===== config.mk =====
export PLATFORM = sky130hd
export DESIGN_NAME = tqvp_hx2003_pulse_sequencer
export DESIGN_NICKNAME = d
export VERILOG_FILES = /design/src/rtl/tqvp_hx2003_pulse_pkg.sv /design/src/rtl/tqvp_hx2003_tick_prescaler.sv /design/src/rtl/tqvp_hx2003_pulse_sequencer.sv
export SDC_FILE = /design/constraint.sdc
export NUM_CORES = 1
export LEC_CHECK = 0
export ABC_AREA = 1
export CAP_MARGIN = 20
export CORE_MARGIN = 1.5
export CORE_UTILIZATION = 45
export CTS_CLUSTER_DIAMETER = 100
export DETAILED_ROUTE_END_ITERATION = 16
export HOLD_SLACK_MARGIN = 0.08
export REMOVE_ABC_BUFFERS = 1
export SETUP_SLACK_MARGIN = 0.3
export SYNTH_ARGS = -nofsm -noshare
export SYNTH_HDL_FRONTEND = slang
export SYNTH_SLANG_ARGS = --single-unit

===== constraint.sdc =====
create_clock -name clk -period 6.5 [get_ports clk]
set_input_delay 1.3 -clock clk [delete_from_list [all_inputs] [get_ports clk]]
set_output_delay 1.3 -clock clk [all_outputs]
set_load 0.1 [all_outputs]

===== src/rtl/tqvp_hx2003_pulse_pkg.sv =====
// ============================================================================
// Module   : tqvp_hx2003_pulse_pkg
// Brief    : Shared types and symbol-format constants for the pulse sequencer.
// Revision : 1.0  initial release
// ============================================================================
`default_nettype none

package tqvp_hx2003_pulse_pkg;

    typedef enum logic [0:0] {
        IDLE = 1'b0,
        RUN  = 1'b1
    } state_t;

    localparam int SYM_LEVEL_BIT = 1;
    localparam int SYM_SEL_BIT   = 0;
    localparam int SYMS_PER_WORD = 16;
    localparam int SYM_SEL_W     = $clog2(SYMS_PER_WORD);

endpackage

`default_nettype wire


===== src/rtl/tqvp_hx2003_tick_prescaler.sv =====
// ============================================================================
// Module   : tqvp_hx2003_tick_prescaler
// Brief    : Power-of-two divider; one-cycle tick every 2^i_prescaler clocks.
// Revision : 1.0  initial release
// ============================================================================
`default_nettype none

module tqvp_hx2003_tick_prescaler #(
    parameter int PRESC_W = 4
) (
    input  logic               clk,
    input  logic               rst_n,
    input  logic               i_clear,
    input  logic [PRESC_W-1:0] i_prescaler,
    output logic               o_tick
);

    localparam int CNT_W = (1 << PRESC_W) - 1;

    logic [CNT_W-1:0] r_cnt;
    logic [CNT_W-1:0] w_mask;

    // The shift overflows to zero at the largest exponent, so the mask becomes all ones.
    assign w_mask = (CNT_W'(1) << i_prescaler) - CNT_W'(1);
    assign o_tick = (r_cnt & w_mask) == w_mask;

    always_ff @(posedge clk) begin
        if (!rst_n || i_clear) begin
            r_cnt <= '0;
        end else begin
            r_cnt <= r_cnt + CNT_W'(1);
        end
    end

endmodule

`default_nettype wire


===== src/rtl/tqvp_hx2003_pulse_sequencer.sv =====
// ============================================================================
// Module   : tqvp_hx2003_pulse_sequencer
// Brief    : Plays a 2-bit symbol program from word memory as timed pulses,
//            with optional carrier gating and counted/infinite looping.
// Revision : 1.0  initial release
// ============================================================================
`default_nettype none

module tqvp_hx2003_pulse_sequencer
    import tqvp_hx2003_pulse_pkg::*;
#(
    parameter int  NUM_WORDS = 8,
    parameter int  DUR_W     = 8,
    parameter int  PRESC_W   = 4,
    parameter int  CARRIER_W = 16,
    localparam int NSYM      = NUM_WORDS * SYMS_PER_WORD,
    localparam int SYM_W     = $clog2(NSYM),
    localparam int ADDR_W    = $clog2(NUM_WORDS)
) (
    input  logic                 clk,
    input  logic                 rst_n,
    input  logic                 start,
    input  logic                 stop,
    input  logic                 mem_we,
    input  logic [ADDR_W-1:0]    mem_addr,
    input  logic [31:0]          mem_wdata,
    input  logic [SYM_W-1:0]     prog_start,
    input  logic [SYM_W-1:0]     prog_end,
    input  logic                 loop_en,
    input  logic [7:0]           loop_count,
    input  logic [PRESC_W-1:0]   prescaler,
    input  logic [DUR_W-1:0]     dur_low_a,
    input  logic [DUR_W-1:0]     dur_low_b,
    input  logic [DUR_W-1:0]     dur_high_a,
    input  logic [DUR_W-1:0]     dur_high_b,
    input  logic                 carrier_en,
    input  logic [CARRIER_W-1:0] carrier_half,
    input  logic                 idle_level,
    output logic                 pulse_out,
    output logic                 level_out,
    output logic                 busy,
    output logic [SYM_W-1:0]     sym_idx,
    output logic                 done_irq,
    output logic                 loop_irq
);

    state_t               r_state;
    logic [SYM_W-1:0]     r_idx;
    logic [DUR_W-1:0]     r_dur_cnt;
    logic [7:0]           r_passes;
    logic                 r_phase;
    logic [CARRIER_W-1:0] r_car_cnt;
    logic                 r_level;
    logic                 r_pulse;
    logic                 r_done;
    logic                 r_loop;
    logic [31:0]          r_mem [NUM_WORDS];

    state_t               w_next_state;
    logic [SYM_W-1:0]     w_next_idx;
    logic [SYM_W-1:0]     w_idx_inc;
    logic                 w_load;
    logic                 w_enter;
    logic                 w_wrap;
    logic                 w_finish;
    logic                 w_tick;
    logic                 w_boundary;
    logic                 w_loop_ok;
    logic [31:0]          w_word;
    logic [1:0]           w_sym;
    logic [DUR_W-1:0]     w_sym_dur;
    logic                 w_phase_nxt;
    logic                 w_level_nxt;
    logic                 w_pulse_nxt;

    always_ff @(posedge clk) begin
        if (mem_we) begin
            r_mem[mem_addr] <= mem_wdata;
        end
    end

    tqvp_hx2003_tick_prescaler #(
        .PRESC_W (PRESC_W)
    ) u_prescaler (
        .clk         (clk),
        .rst_n       (rst_n),
        .i_clear     (r_state == IDLE),
        .i_prescaler (prescaler),
        .o_tick      (w_tick)
    );

    assign w_boundary = w_tick && (r_dur_cnt == '0);
    assign w_loop_ok  = loop_en && ((loop_count == 8'd0) || (r_passes < loop_count));
    assign w_idx_inc  = (r_idx == SYM_W'(NSYM - 1)) ? '0 : r_idx + SYM_W'(1);

    always_comb begin
        w_next_state = r_state;
        w_next_idx   = r_idx;
        w_load       = 1'b0;
        w_enter      = 1'b0;
        w_wrap       = 1'b0;
        w_finish     = 1'b0;
        case (r_state)
            IDLE: begin
                if (start && !stop) begin
                    w_next_state = RUN;
                    w_next_idx   = prog_start;
                    w_load       = 1'b1;
                    w_enter      = 1'b1;
                end
            end
            RUN: begin
                if (stop) begin
                    w_next_state = IDLE;
                end else if (w_boundary) begin
                    if (r_idx != prog_end) begin
                        w_next_idx = w_idx_inc;
                        w_load     = 1'b1;
                    end else if (w_loop_ok) begin
                        w_next_idx = prog_start;
                        w_load     = 1'b1;
                        w_wrap     = 1'b1;
                    end else begin
                        w_next_state = IDLE;
                        w_finish     = 1'b1;
                    end
                end
            end
            default: w_next_state = IDLE;
        endcase
    end

    // The symbol about to be played is fetched combinationally, so there is no gap between symbols.
    assign w_word    = r_mem[w_next_idx[SYM_W-1:SYM_SEL_W]];
    assign w_sym     = w_word[{w_next_idx[SYM_SEL_W-1:0], 1'b0} +: 2];
    assign w_sym_dur = w_sym[SYM_LEVEL_BIT] ? (w_sym[SYM_SEL_BIT] ? dur_high_b : dur_high_a)
                                            : (w_sym[SYM_SEL_BIT] ? dur_low_b  : dur_low_a);

    assign w_phase_nxt = w_enter ? 1'b1
                       : ((r_state == RUN) && (r_car_cnt == '0)) ? ~r_phase : r_phase;
    assign w_level_nxt = (w_next_state == RUN) ? (w_load ? w_sym[SYM_LEVEL_BIT] : r_level)
                                               : idle_level;
    assign w_pulse_nxt = (w_next_state == RUN) ? (w_level_nxt & (carrier_en ? w_phase_nxt : 1'b1))
                                               : idle_level;

    always_ff @(posedge clk) begin
        if (!rst_n) begin
            r_state   <= IDLE;
            r_idx     <= '0;
            r_dur_cnt <= '0;
            r_passes  <= '0;
            r_phase   <= 1'b0;
            r_car_cnt <= '0;
            r_level   <= 1'b0;
            r_pulse   <= 1'b0;
            r_done    <= 1'b0;
            r_loop    <= 1'b0;
        end else begin
            r_state <= w_next_state;
            r_idx   <= w_next_idx;
            r_level <= w_level_nxt;
            r_pulse <= w_pulse_nxt;
            r_done  <= w_finish;
            r_loop  <= w_wrap;
            r_phase <= w_phase_nxt;

            if (w_load) begin
                r_dur_cnt <= w_sym_dur;
            end else if ((r_state == RUN) && w_tick) begin
                r_dur_cnt <= r_dur_cnt - DUR_W'(1);
            end

            if (w_enter) begin
                r_passes <= '0;
            end else if (w_wrap && (r_passes != 8'hFF)) begin
                r_passes <= r_passes + 8'd1;
            end

            // Carrier free-runs across symbol boundaries once playback has started.
            if (w_enter) begin
                r_car_cnt <= carrier_half;
            end else if (r_state == RUN) begin
                r_car_cnt <= (r_car_cnt == '0) ? carrier_half : r_car_cnt - CARRIER_W'(1);
            end
        end
    end

    assign pulse_out = r_pulse;
    assign level_out = r_level;
    assign busy      = (r_state == RUN);
    assign sym_idx   = r_idx;
    assign done_irq  = r_done;
    assign loop_irq  = r_loop;

endmodule

`default_nettype wire


== Word-level counts from Yosys, hierarchy flattened ==
Memory sizes are Yosys's and may differ from the RTL's.
Cells that the tools add are included.

* Bits in registers: 60
* Bits in writable memories: 256
* Input bits: 117
* Logic and storage cells: 86
* Memories kept: 1

* Add/sub/neg operators: 6
* Order comparisons: 1
* Eq/ne operators: 4
* Shift operators: 2
* Multiplexer cells: 38
* Bitwise gates (word level): 6
* Reductions and logical operators: 17

{| class="wikitable"
|+ Memories
! memory !! words !! width !! read ports !! clocked after memory_dff !! write ports !! RTL line !! text
|-
| r_mem || 8 || 32 || 1 || 0 || 1 || tqvp_hx2003_pulse_sequencer.sv:57 || <nowiki>logic [31:0] r_mem [NUM_WORDS];</nowiki>
|}

{| class="wikitable"
|+ Operator list
! operator !! number
|-
| $mux W16 || 3
|-
| $mux W7 || 6
|-
| $mux W8 || 5
|-
| $shiftx A32 B6 Y2 || 1
|-
| $mux W1 || 21
|-
| $logic_not A16 Y1 || 1
|-
| $logic_not A8 Y1 || 2
|-
| $sub A16 B1 Y16 const B || 1
|-
| $add A15 B1 Y15 const B || 1
|-
| $and A15 B15 Y15 || 1
|-
| $eq A15 B15 Y1 || 1
|-
| $shl A1 B4 Y15 const A || 1
|-
| $sub A15 B2 Y15 const B || 1
|-
| $pmux W7 S2 || 1
|-
| $add A8 B1 Y8 const B || 1
|-
| $lt A8 B8 Y1 || 1
|-
| $ne A8 B8 Y1 const B || 1
|-
| $sub A8 B1 Y8 const B || 1
|-
| $add A7 B1 Y7 const B || 1
|-
| $eq A7 B7 Y1 const B || 1
|-
| $ne A7 B7 Y1 || 1
|-
| $logic_and A1 B1 Y1 || 6
|-
| $reduce_or A5 Y1 || 1
|-
| $not A1 Y1 || 4
|-
| 6 further kinds || 10
|}

== Longest topological paths before layout ==
An unclocked memory read counts as a cell.

* Depth in word-level cells: 14
* Gate-level depth with buffers: 32
* Gate-level depth less buffers: 31

== By module ==
Synthesis repeated with hierarchy kept, for this count alone.

* Cell total of the unflattened synthesis: 1547
* Area total of the unflattened synthesis: 15097.0 sq um

{| class="wikitable"
|+ By module, submodules not included
! module !! instances !! cells an instance !! area an instance (sq um) !! seq. area each (sq um)
|-
| tqvp_hx2003_pulse_sequencer || 1 || 1375 || 14061.0 || 8588.2
|-
| tqvp_hx2003_tick_prescaler || 1 || 172 || 1036.0 || 300.3
|}

== Least setup slack after synthesis ==
OpenSTA, ideal clock, no wires.

* Kind: in2reg
* From: input port prescaler[0]
* To: register r_dur_cnt[1]
* Library setup time: 0.138 ns
* Arrival: 4.310 ns
* Data required time: 6.362 ns
* Path slack: 2.052 ns
* Cell stages on the path: 30
* Buffers on the path: 2
* Cell sequence: nor2_1 -> nand2_1 -> ha_1 -> inv_1 -> nand2_1 -> nand2_1 -> nor2_1 -> nand2_1 -> nor2_1 -> nand3_1 -> nor2_2 -> nand4_2 -> nor2_4 -> nand2_2 -> nand2_1 -> a21oi_1 -> nor3_4 -> inv_2 -> buf_2 -> nand3_1 -> nand3_1 -> nand3_1 -> nand3_2 -> nand2_4 -> buf_6 -> nand2_1 -> nand3_1 -> nand2_1 -> nand2_1 -> a21oi_2

* Word-level cells in the longest chain between the ends: 13
* Elaborated cells on any way between the ends: 19

{| class="wikitable"
|+ RTL lines
! what !! RTL line !! text
|-
| start, declared || tqvp_hx2003_pulse_sequencer.sv:31 || <nowiki>input logic [PRESC_W-1:0] prescaler,</nowiki>
|-
| $shl A1 B4 Y15 * || tqvp_hx2003_tick_prescaler.sv:24 || <nowiki>assign w_mask = (CNT_W'(1) << i_prescaler) - CNT_W'(1);</nowiki>
|-
| $sub A15 B2 Y15 * || tqvp_hx2003_tick_prescaler.sv:24 ||
|-
| $and A15 B15 Y15 || tqvp_hx2003_tick_prescaler.sv:25 || <nowiki>assign o_tick = (r_cnt & w_mask) == w_mask;</nowiki>
|-
| $eq A15 B15 Y1 * || tqvp_hx2003_tick_prescaler.sv:25 ||
|-
| $logic_and A1 B1 Y1 || tqvp_hx2003_pulse_sequencer.sv:92 || <nowiki>assign w_boundary = w_tick && (r_dur_cnt == '0);</nowiki>
|-
| $mux W7 || tqvp_hx2003_pulse_sequencer.sv:115 || <nowiki>end else if (w_boundary) begin</nowiki>
|-
| $mux W7 || tqvp_hx2003_pulse_sequencer.sv:113 || <nowiki>if (stop) begin</nowiki>
|-
| $pmux W7 S2 || tqvp_hx2003_pulse_sequencer.sv:103 || <nowiki>case (r_state)</nowiki>
|-
| $mem_v2 Z8 W32 || - ||
|-
| $shiftx A32 B6 Y2 || tqvp_hx2003_pulse_sequencer.sv:135 || <nowiki>assign w_sym = w_word[{w_next_idx[SYM_SEL_W-1:0], 1'b0} +: 2];</nowiki>
|-
| $mux W8 (on tied branches) || tqvp_hx2003_pulse_sequencer.sv:137, tqvp_hx2003_pulse_sequencer.sv:136 ||
|-
| $mux W8 || tqvp_hx2003_pulse_sequencer.sv:136 || <nowiki>assign w_sym_dur = w_sym[SYM_LEVEL_BIT] ? (w_sym[SYM_SEL_BIT] ? dur_high_b : dur_high_a)</nowiki>
|-
| $mux W8 || tqvp_hx2003_pulse_sequencer.sv:167 || <nowiki>if (w_load) begin</nowiki>
|-
| end signal, assigned || tqvp_hx2003_pulse_sequencer.sv:168 || <nowiki>r_dur_cnt <= w_sym_dur;</nowiki>
|-
| end signal, assigned || tqvp_hx2003_pulse_sequencer.sv:170 || <nowiki>r_dur_cnt <= r_dur_cnt - DUR_W'(1);</nowiki>
|-
| end, declared || tqvp_hx2003_pulse_sequencer.sv:49 || <nowiki>logic [DUR_W-1:0] r_dur_cnt;</nowiki>
|}

Every way passes the cells marked *; elsewhere a longest branch is shown, timed or not.
A chain may end at the register's enable or synchronous reset.

== Worst setup path after layout ==
* From: input port prescaler[3]
* To: register r_dur_cnt[7]

The elaborated chain is that of the path after synthesis.

==> metrics.txt <==
number of global-route vias before repair around 11000; Worst-path clk slew ~0.060 ns; Worst Hold Path EP u_prescaler.r_cnt[0]; footprint of the multi-input gates 0.00516 mm^2; die area 0.0343 mm^2; DRT Pass-1 Iters 7; post-synthesis instance total between 1500 and 2000; most common cell after layout, fill and taps aside sky130_fd_sc_hd__nand2_1; number of cells on the worst hold path 1; Setup Slack @ Placement 0.423 ns; Storage cell area ~0.0089 mm^2; outcome complete, no violations; Cell variety after synth 50; average footprint of a synthesized cell 9.54 um^2; Placed Cells incl. Taps 2096; launching point of the worst reg2reg path sym_idx[0]; number of enable flip-flop cells after synthesis approximately 260; Post-CTS Repair Setup Buffers 0; final hold vios 0; startpoint-to-endpoint class of the critical path in2reg; Max Clk Rate between 150 and 200 MHz; hold path start u_prescaler.r_cnt[0]; post-route minimum period about 5.6 ns; fraction of the yosys area taken by sequential cells 59.5%; top-level I/O count 129; vertical extent of the die roughly 190 um; delay of the slowest cell on the worst path a little under 0.6 ns; post-route insts no fill ~2200; residual antenna-violating net count after detailed routing 0; number of I/O port buffers 128; wire length of the first global-routing pass 59.8 mm; cts bufs inserted 35; clock tree from TritonCTS done; largest buffer count on any clock path 3; later-pin clock latency in the skew report approximately 0.53 ns; unrepaired setup endpoints after global routing false; library cell used as clock root buffer sky130_fd_sc_hd__clkbuf_16; Layout Skew ~0.022 ns; fin worst setup slack between 0.9 and 1 ns; final instance area ~0.018 mm^2; final antenna diode count 0; worst endpoint data arrival time 5.94 ns; share of layout cells above drive strength 1 7.28%; starting density of the core approximately 46%; main combinational cell family by area after synthesis simple AND/OR/NAND/NOR gates; level count of the clock H-tree 2; fin nets 1822; DR vias/cell between 5 and 6; fraction of the mapped netlist area in simple logic gates between 20 and 30%; power density over the cells around 300 mW/mm^2; filler cell count in the final layout ~2900; count of hold-fix buffers inserted at cts 0; GP Congestion about 0.91; highest-delay cell along the critical path sky130_fd_sc_hd__clkdlybuf4s50_1; normalized max-slew margin 33.9%; share of flip-flops with an asynchronous set or reset 0%; Worst R2R Setup Slack approximately 2.1 ns; share of cell area taken by muxes after synthesis less than 1%; number of cell rows 66; leftover overflow at the end of global routing 0; P_leak 6.93 nW; initial antenna violation count 0; utilization after layout a little under three fifths; flip-flop and latch count after synthesis approximately 320; commonest cells after routing, fill and taps aside sky130_fd_sc_hd__nand2_1, sky130_fd_sc_hd__nand3_1, sky130_fd_sc_hd__edfxtp_1, sky130_fd_sc_hd__inv_1, sky130_fd_sc_hd__clkdlybuf4s50_1; compound-cell area share of the yosys netlist under 10%; required time at the endpoint of the critical path 6.87 ns; sinks on the clock net 316; number of failing setup endpoints in the final timing report 0; largest net degree at the start of global routing 66; final clock period utilization by the worst path 85.6%; CP dominant cell by count sky130_fd_sc_hd__nand3_1; endpoint of the most critical register-to-register path r_dur_cnt[7]; Worst Tran Pin Value roughly 0.99 ns; number of gates given a new drive strength after cts 0; area of the mapped netlist 0.0149 mm^2; adder-cell share of the synthesized area under 10%; total wire length between 30 and 40 mm; crit end category flip-flop; max-cap viol count 0; count of pins over their slew limit 0; class of the most critical hold timing path reg2reg; estimated wirelength of the detail-placed design roughly 23 mm; Synth Area in XOR/XNOR 1.41%; Core ar. 0.0326 mm^2; total cell area at the placement stage between 0.015 and 0.02 mm^2; GRT Resource Usage Total 22.6%; largest fanout of any net on the critical path 50; relative area change from synthesis to final layout 20.4%; Synthesis Warnings 0; post-DR wirelength/cell 17.6 um; DRC violation count after routing 0; peak ir drop on the vdd network 0.000234 V; CP startpoint kind primary input; number of DRC violations after detailed-routing iteration 0 slightly below 1000; most frequently used flop master after synthesis sky130_fd_sc_hd__edfxtp_1; Register-to-Register Path Depth 20; horizontal die dimension about 190 um; via count of the routed design between 10000 and 15000
## routing by layer
metal,wire (um),global-route usage (%)
met2,18600,38.9
met4,839,6.47
met1,16600,29.6
met3,2040,3.24
met5,0,0
## metrics by stage
| stage | TNS, ns | power, mW | hold slack, ns |
|---|---|---|---|
| 2_1_floorplan | -3.84 | 2.93 | 0.417 |
| 3_3_place_gp | 0 | 3.27 | 0.433 |
| 3_5_place_dp | 0 | 3.28 | 0.441 |
| 4_1_cts | 0 | 5.41 | 0.454 |
| 5_1_grt | 0 | 5.60 | 0.476 |
| 6_report | 0 | 5.38 | 0.446 |
## cell families after synthesis
kind of cell,Yosys count
flip-flops,316
AO/OA/AOI/OAI,148
buffers and inverters,228
XOR/XNOR,24
AND/OR/NAND/NOR,834
multiplexers,3
adder cells (fa/ha/maj),14
## worst max-delay path, delay by kind of cell
family                     cells  cell delay [ns]
AOI/OAI and AO/OA              1             0.06
buffers and inverters          3             1.11
adders and majority gates      1             0.28
and+or+nand+nor               25             3.14
## registers in the layout, indices dropped and copies added (netlist names)
register           cells
u_prescaler.r_cnt     15
r_passes               8
sym_idx                7
r_mem                256
r_dur_cnt              8
r_phase                1
r_car_cnt             16
pulse_out              1
loop_irq               1
busy                   1
level_out              1
done_irq               1
## synth_stat cells, types with 5 or more instances
| cell | instances | area (um^2) |
|---|---|---|
| sky130_fd_sc_hd__buf_4 | 8 | 60.1 |
| sky130_fd_sc_hd__inv_1 | 158 | 593 |
| sky130_fd_sc_hd__a21oi_2 | 8 | 70.1 |
| sky130_fd_sc_hd__buf_2 | 30 | 150 |
| sky130_fd_sc_hd__clkbuf_1 | 16 | 60.1 |
| sky130_fd_sc_hd__nor4_1 | 8 | 50.1 |
| sky130_fd_sc_hd__nand4_1 | 5 | 31.3 |
| sky130_fd_sc_hd__nor3_1 | 18 | 90.1 |
| sky130_fd_sc_hd__o22ai_1 | 7 | 43.8 |
| sky130_fd_sc_hd__ha_1 | 14 | 175 |
| sky130_fd_sc_hd__or2_2 | 7 | 43.8 |
| sky130_fd_sc_hd__xnor2_1 | 16 | 140 |
| sky130_fd_sc_hd__nand3_1 | 289 | 1450 |
| sky130_fd_sc_hd__a21oi_1 | 42 | 210 |
| sky130_fd_sc_hd__nand3b_1 | 16 | 120 |
| sky130_fd_sc_hd__edfxtp_1 | 256 | 7690 |
| sky130_fd_sc_hd__nor2_1 | 82 | 308 |
| sky130_fd_sc_hd__dfxtp_1 | 60 | 1200 |
| sky130_fd_sc_hd__xor2_1 | 8 | 70.1 |
| sky130_fd_sc_hd__o21ai_0 | 43 | 215 |
| sky130_fd_sc_hd__nand2_1 | 390 | 1460 |
| sky130_fd_sc_hd__o211ai_1 | 28 | 210 |
| sky130_fd_sc_hd__buf_6 | 7 | 78.8 |
## worst max-delay path by stage
| stage | from | to | slack [ns] | cells past startpoint |
|---|---|---|---|---|
| 3_5_place_dp | prescaler[3] | r_dur_cnt[7] | 0.42 | 30 |
| 5_1_grt | prescaler[3] | r_dur_cnt[7] | 0.39 | 30 |
| 4_1_cts | prescaler[3] | r_dur_cnt[7] | 0.97 | 30 |
| 3_3_place_gp | prescaler[3] | r_dur_cnt[2] | 0.58 | 30 |
| 2_1_floorplan | busy | r_dur_cnt[0] | -0.42 | 17 |
| 6_report | prescaler[3] | r_dur_cnt[7] | 0.94 | 30 |
## layout make-up
| cell class | count | share of cell area [%] |
|---|---|---|
| clock inverters | 26 | 1.97 |
| inverters | 163 | 3.40 |
| multi-input cells | 1023 | 28.7 |
| well taps | 442 | 3.07 |
| flip-flops and latches | 316 | 49.4 |
| clock buffers | 38 | 4.93 |
| repair buffers | 152 | 8.54 |
## power breakdown
| group | internal [mW] | total [mW] | switching, mW |
|---|---|---|---|
| clock network | 1.32 | 2.14 | 0.823 |
| registers | 2.26 | 2.30 | 0.0400 |
| logic | 0.330 | 0.934 | 0.604 |
No activity file was read; power rests on OpenSTA's default activity.
